`src/rtl/matrix_scan_pkg.sv`:
```
// Shared constants, state encoding and helpers for the 5x7 LED matrix scan sequencer.
// No ports. Optional build macro SCAN_BLANK_EN is consumed by matrix_scan_ctrl.
package matrix_scan_pkg;

  localparam int unsigned NUM_COLS = 5;
  localparam int unsigned NUM_ROWS = 7;
  // Out-of-range select: the pixel mux returns 0 for it.
  localparam logic [5:0]  SEL_IDLE = 6'd63;

  typedef logic [2:0] state_t;

  localparam state_t StIdle   = 3'd0;
  localparam state_t StLoad   = 3'd1;
  localparam state_t StSample = 3'd2;
  localparam state_t StShow   = 3'd3;
  localparam state_t StBlank  = 3'd4;

  // Linear pixel index into the 35:1 mux; at most 4*7+6 = 34, so 6 bits never overflow.
  function automatic logic [5:0] pixel_sel(input logic [2:0] col, input logic [2:0] row);
    return 6'(col) * 6'(NUM_ROWS) + 6'(row);
  endfunction

endpackage

```
`src/rtl/scan_dwell_timer.sv`:
```
// Column dwell down-counter for the matrix scan sequencer.
// Ports:
//   clk_i      system clock
//   rst_ni     asynchronous active-low reset (count = 0)
//   load_i     reload with DWELL_CYCLES-1 (asserted on the edge that enters SHOW)
//   expired_o  high while the count sits at its terminal value 0
module scan_dwell_timer #(
  parameter int unsigned DWELL_CYCLES = 1000,
  parameter int unsigned DWELL_W      = 16
) (
  input  logic clk_i,
  input  logic rst_ni,
  input  logic load_i,
  output logic expired_o
);

  logic [DWELL_W-1:0] cnt_q, cnt_d;

  always_comb begin
    cnt_d = cnt_q;
    if (load_i) begin
      cnt_d = DWELL_W'(DWELL_CYCLES - 1);
    end else if (cnt_q != '0) begin
      cnt_d = cnt_q - DWELL_W'(1);
    end
  end

  always_ff @(posedge clk_i or negedge rst_ni) begin
    if (!rst_ni) begin
      cnt_q <= '0;
    end else begin
      cnt_q <= cnt_d;
    end
  end

  assign expired_o = (cnt_q == '0);

endmodule

```
`src/rtl/matrix_scan_ctrl.sv`:
```
// Scan sequencer for a 5x7 LED matrix fed by a 35:1 pixel mux. For each column it reads
// the seven pixels one at a time through the mux, then lights that column for
// DWELL_CYCLES clocks. Single-frame or continuous refresh.
// Build option: define SCAN_BLANK_EN to insert a one-cycle dark BLANK state after each
// column; without it the display holds the previous column until the next one is lit.
// Ports:
//   clk_i          system clock
//   rst_ni         asynchronous active-low reset
//   start_i        pulse, starts a frame from IDLE (ignored while busy)
//   continuous_i   level, sampled at the end of column 4: 1 = wrap to column 0
//   mux_out_i      pixel bit returned by the mux
//   mux_sel_o      pixel select, col*7+row, 63 when not reading
//   col_n_o        column drive, one-hot active-low
//   row_o          row drive, active-high
//   busy_o         high whenever not IDLE
//   frame_done_o   one-cycle pulse when a frame completes
module matrix_scan_ctrl
  import matrix_scan_pkg::*;
#(
  parameter int unsigned DWELL_CYCLES = 1000,
  parameter int unsigned DWELL_W      = 16
) (
  input  logic       clk_i,
  input  logic       rst_ni,
  input  logic       start_i,
  input  logic       continuous_i,
  input  logic       mux_out_i,
  output logic [5:0] mux_sel_o,
  output logic [4:0] col_n_o,
  output logic [6:0] row_o,
  output logic       busy_o,
  output logic       frame_done_o
);

  state_t     state_q, state_d;
  logic [2:0] col_q, col_d;
  logic [2:0] row_idx_q, row_idx_d;
  logic [6:0] row_buf_q, row_buf_d;
  logic [5:0] mux_sel_q, mux_sel_d;
  logic [4:0] col_n_q, col_n_d;
  logic [6:0] row_q, row_d;
  logic       busy_q, busy_d;
  logic       frame_done_q, frame_done_d;
  logic       dwell_load;
  logic       dwell_expired;
  logic       advance;

  scan_dwell_timer #(
    .DWELL_CYCLES(DWELL_CYCLES),
    .DWELL_W     (DWELL_W)
  ) u_dwell (
    .clk_i    (clk_i),
    .rst_ni   (rst_ni),
    .load_i   (dwell_load),
    .expired_o(dwell_expired)
  );

  always_comb begin
    state_d      = state_q;
    col_d        = col_q;
    row_idx_d    = row_idx_q;
    row_buf_d    = row_buf_q;
    frame_done_d = 1'b0;
    dwell_load   = 1'b0;
    advance      = 1'b0;

    case (state_q)
      StIdle: begin
        if (start_i) begin
          state_d   = StLoad;
          col_d     = 3'd0;
          row_idx_d = 3'd0;
        end
      end
      StLoad: state_d = StSample;
      StSample: begin
        // mux_sel has been stable for a full cycle, so mux_out is the addressed pixel.
        row_buf_d[row_idx_q] = mux_out_i;
        if (row_idx_q == 3'(NUM_ROWS - 1)) begin
          row_idx_d  = 3'd0;
          state_d    = StShow;
          dwell_load = 1'b1;
        end else begin
          row_idx_d = row_idx_q + 3'd1;
          state_d   = StLoad;
        end
      end
      StShow: begin
        if (dwell_expired) begin
`ifdef SCAN_BLANK_EN
          state_d = StBlank;
`else
          advance = 1'b1;
`endif
        end
      end
      StBlank: advance = 1'b1;
      default: state_d = StIdle;
    endcase

    if (advance) begin
      if (col_q != 3'(NUM_COLS - 1)) begin
        col_d   = col_q + 3'd1;
        state_d = StLoad;
      end else begin
        frame_done_d = 1'b1;
        if (continuous_i) begin
          col_d   = 3'd0;
          state_d = StLoad;
        end else begin
          state_d = StIdle;
        end
      end
    end
  end

  // Outputs are registered from the next state so they line up with the state they describe.
  always_comb begin
    busy_d    = (state_d != StIdle);
    mux_sel_d = SEL_IDLE;
    col_n_d   = col_n_q;
    row_d     = row_q;

    if (state_d == StLoad) begin
      mux_sel_d = pixel_sel(col_d, row_idx_d);
    end else if (state_d == StSample) begin
      mux_sel_d = mux_sel_q;
    end

    if (state_d == StShow && state_q != StShow) begin
      col_n_d = ~(5'd1 << col_q);
      row_d   = row_buf_d;
    end else if (state_d == StIdle || state_d == StBlank) begin
      col_n_d = 5'h1F;
      row_d   = 7'd0;
    end
  end

  always_ff @(posedge clk_i or negedge rst_ni) begin
    if (!rst_ni) begin
      state_q      <= StIdle;
      col_q        <= 3'd0;
      row_idx_q    <= 3'd0;
      row_buf_q    <= 7'd0;
      mux_sel_q    <= SEL_IDLE;
      col_n_q      <= 5'h1F;
      row_q        <= 7'd0;
      busy_q       <= 1'b0;
      frame_done_q <= 1'b0;
    end else begin
      state_q      <= state_d;
      col_q        <= col_d;
      row_idx_q    <= row_idx_d;
      row_buf_q    <= row_buf_d;
      mux_sel_q    <= mux_sel_d;
      col_n_q      <= col_n_d;
      row_q        <= row_d;
      busy_q       <= busy_d;
      frame_done_q <= frame_done_d;
    end
  end

  assign mux_sel_o    = mux_sel_q;
  assign col_n_o      = col_n_q;
  assign row_o        = row_q;
  assign busy_o       = busy_q;
  assign frame_done_o = frame_done_q;

endmodule

```
`config.mk`:
```
export PLATFORM = sky130hd
export DESIGN_NAME = matrix_scan_ctrl
export DESIGN_NICKNAME = d
export VERILOG_FILES = /design/src/rtl/matrix_scan_pkg.sv /design/src/rtl/scan_dwell_timer.sv /design/src/rtl/matrix_scan_ctrl.sv
export SDC_FILE = /design/constraint.sdc
export NUM_CORES = 1
export LEC_CHECK = 0
export CAP_MARGIN = 40
export CORE_AREA = 4 4 79 99
export CTS_BUF_LIST = sky130_fd_sc_hd__clkbuf_8
export DETAILED_ROUTE_END_ITERATION = 16
export DIE_AREA = 0 0 83 103
export PLACE_DENSITY_LB_ADDON = 0.15
export SLEW_MARGIN = 20
export SYNTH_ARGS = -nofsm -noshare
export SYNTH_HDL_FRONTEND = slang
export SYNTH_SLANG_ARGS = --single-unit
```
`constraint.sdc`:
```
create_clock -name clk_i -period 5.8 [get_ports clk_i]
set_clock_uncertainty 0.15 [all_clocks]
set_input_delay 1.16 -clock clk_i [delete_from_list [all_inputs] [get_ports clk_i]]
set_output_delay 1.16 -clock clk_i [all_outputs]
set_load 0.05 [all_outputs]
```
==> results_dict.tcl <==
set metrics [dict create \
    clockBufferDepth 2 \
    maxCapViolations 0 \
    ys_top_cells_by_area "dfrtp_1, dfstp_2, ha_1, nor2_1, fa_1" \
    power.density_nw_per_um2 479.1 \
    dp_hpwl_um 3856 \
    cts_root_buf "clkbuf_8" \
    fin_util 0.4742 \
    tns_ps 0 \
    die_area_um2 8549 \
    syn_to_final_growth_pct 15.93 \
    diodes 0 \
    avgSynthCellArea_um2 10.48 \
    routed_via_density 5.023 \
    power_frac_seq 0.376 \
    cts_resized 0 \
    ir_worst_vdd_uv 386.9 \
    grt_antenna_before_repair 0 \
    portBuffers 24 \
    fp-row-count 34 \
    core_area_um2 6892 \
    synth_area_um2 2819 \
    crit_path_end_kind "flip-flop" \
    drt-wirelength-per-cell_um 13.65 \
    fin_crit_sh 0.7792 \
    first_global_vias 1971 \
    p_switching_uw 617.8 \
    die_w_um 83 \
    cp.arrival_ps 4600 \
    path_class "in -> reg" \
    drive_above_1_share 0.1399 \
    cts_setup_buffers 0 \
    grt_pass1_wl_um 9363 \
    grt_use_total 0.1337 \
    ios 25 \
    numClockSinks 51 \
    dr.pass1.iters 4 \
    finalHoldViolCount 0 \
    p_leak_uw 0.001435 \
    synth_cells 269 \
    routed_wl_um 5227 \
    ys_seq_elements 51 \
    post-place-ws_ps 938.7 \
    gp_congestion 0.7829 \
    finalSetupViolCount 0 \
    clock_latency_ps 300 \
    status "finished clean" \
    worstPathMaxFanout 5 \
    die_y_um 103 \
    clk_pin_slew_ps 90 \
    combPwrFrac 0.441 \
    yosys.area.top_type_share 0.3551 \
    intPower_uw 948.1 \
    vias 1924 \
    finalInstanceArea_um2 3268 \
    grt_start_max_net_pins 52 \
    drc 0 \
    htreeDepth 2 \
    slew_violations 0 \
    seq_area_frac_synth 0.4576 \
    hold_buffers 0 \
    cpPeakStageDelay_ps 570 \
    tightest_slew_ps 631.7 \
    cts_buffers 5 \
    clockPowerShare 0.183 \
    rsz0062_at_grt "false" \
    finalCriticalPeriod_ps 4519 \
    slew_headroom 0.5789 \
    ys_types 50 \
    slowest_stage "fa_1" \
    hp-class "reg -> reg" \
    fmax_mhz 221.3 \
    crit_required_ps 5880 \
    synth_nets 294 \
    path_cells "clkdlybuf4s50_1 > nor2b_1 > and2_1 > a21oi_1 > nor2_1 > a22oi_1 > fa_1 > inv_1 > fa_1 > fa_1 > inv_1 > a21o_1 > a21oi_1 > xnor2_1 > o22a_1" \
    place_area_um2 3136 \
    drt-initial-drc-count 70 \
    yosys.area.top_type "dfrtp_1" \
    worst_path_most_repeated_cell "fa_1" \
    start_util 0.4090 \
    yosys_warnings 0 \
    nets 317 \
    fin_ws_ps 1281 \
    overflow 0 \
    critical_path.startpoint_type "input pin" \
    whs_ps 352.0 \
    switching_share 0.3946 \
    cts_tree "yes" \
    ant_nets 0 \
]
-- synthesized netlist by cell type (all sizes together) --
| cell | number |
|---|---|
| dfrtp | 40 |
| clkbuf | 7 |
| nand3b | 4 |
| inv | 18 |
| ha | 16 |
| conb | 1 |
| fa | 4 |
| dfstp | 11 |
| nand2 | 20 |
| o22ai | 1 |
| or4 | 1 |
| buf | 3 |
| a22oi | 3 |
| nand3 | 8 |
| nor3 | 8 |
| nor2b | 4 |
| mux2 | 7 |
| nand4b | 2 |
| or2 | 4 |
| xnor2 | 9 |
| a22o | 9 |
| a21oi | 8 |
| a31oi | 1 |
| and2 | 4 |
| o22a | 7 |
| o2111ai | 1 |
| nand2b | 4 |
| a31o | 1 |
| xor2 | 5 |
| a2bb2oi | 4 |
| mux2i | 2 |
| or3 | 3 |
| o21a | 2 |
| nor4b | 3 |
| o21ai | 11 |
| o31a | 1 |
| o31ai | 1 |
| nor4 | 4 |
| nor3b | 1 |
| nor2 | 24 |
| a21o | 2 |
-- per-stage QoR --
stage / power [uW] / instances
6_report: 1566 / 383
5_1_grt: 1714 / 383
4_1_cts: 1600 / 383
3_5_place_dp: 1302 / 375
3_3_place_gp: 1292 / 375
2_1_floorplan: 1130 / 269
-- cells in the final DEF, fill, tap and decap left out, types with 3 or more instances in the layout --
cell	n
a22o_1	9
or3_1	3
o22a_1	7
o21ai_0	11
nand2b_1	4
nand2_1	20
a2bb2oi_1	4
nand3_1	8
ha_1	16
clkbuf_8	5
and2_1	3
nor2_1	24
or2_2	4
xnor2_1	9
mux2_2	7
nor3_1	7
nand3b_1	4
nor2b_1	4
xor2_1	5
dfrtp_1	40
clkdlybuf4s50_1	23
inv_1	19
fa_1	4
a22oi_1	3
a21oi_1	7
dfstp_2	11
-- critical path, delay by kind of cell --
| family | cells | cell delay [ps] |
|---|---|---|
| AOI/OAI and AO/OA | 5 | 630 |
| xor gates and xnor gates | 1 | 130 |
| adders and majority gates | 3 | 1520 |
| buffers and inverters | 3 | 540 |
| and+or+nand+nor | 3 | 640 |
-- power by group through the flow --
stage	Sequential, uW	Clock [uW]	Combinational (uW)
2_1_floorplan	628	0	502
3_3_place_gp	594	0	698
3_5_place_dp	598	0	704
4_1_cts	591	300	709
5_1_grt	611	315	789
6_report	589	286	691
-- kinds of logic (layout without fill, tap and decap cells) --
kind of cell	Yosys count	in the layout	share of synthesized area
simple gates	94	94	0.1886
compound gates	52	52	0.1340
flops	51	51	0.4576
buf+inv	28	52	0.04039
fa+ha+maj	20	20	0.09942
xor+xnor	14	14	0.04350
mux	9	9	0.03507
other cells	1	1	0.001330
-- flip-flops by register name, indices dropped and copies added, names as in the netlist --
| signal | cells |
|---|---|
| u_dwell.cnt_q | 16 |
| row_o | 7 |
| mux_sel_o | 6 |
| col_n_o | 5 |
| state_q | 3 |
| row_buf_q | 6 |
| col_q | 3 |
| row_idx_q | 3 |
| busy_o | 1 |
| frame_done_o | 1 |
-- area by class of cell --
| class | count | area (um^2) |
|---|---|---|
| Clock buffer | 5 | 68.82 |
| Clock inverter | 3 | 63.81 |
| Fill cell | 684 | 3623 |
| Inverter | 18 | 67.56 |
| Multi-Input combinational cell | 190 | 1415 |
| Sequential cell | 51 | 1290 |
| Tap cell | 90 | 112.6 |
| Timing Repair Buffer | 26 | 250.2 |
-- worst paths after layout --
path,endpoint,cells after the start,start,slack (ps)
worst max register to register,mux_sel_o[5],14,u_dwell.cnt_q[6],1330
worst max-delay path,mux_sel_o[5],15,continuous_i,1280
worst min-delay path,row_o[6],1,row_o[6],350
worst min register to register,row_o[6],1,row_o[6],350
max in group asynchronous,u_dwell.cnt_q[9],2,rst_ni,4270
min in group asynchronous,row_o[4],2,rst_ni,810
-- layer usage --
layer  track usage  routed length, um  vias to the layer above
met2        0.2401               2665                       28
met3       0.02398                125                        5
met4       0.04528                 68                        0
met1        0.1633               2367                      916
met5             0                  0                        -
li1              -                  -                      975
No activity file was read; power rests on OpenSTA's default activity.
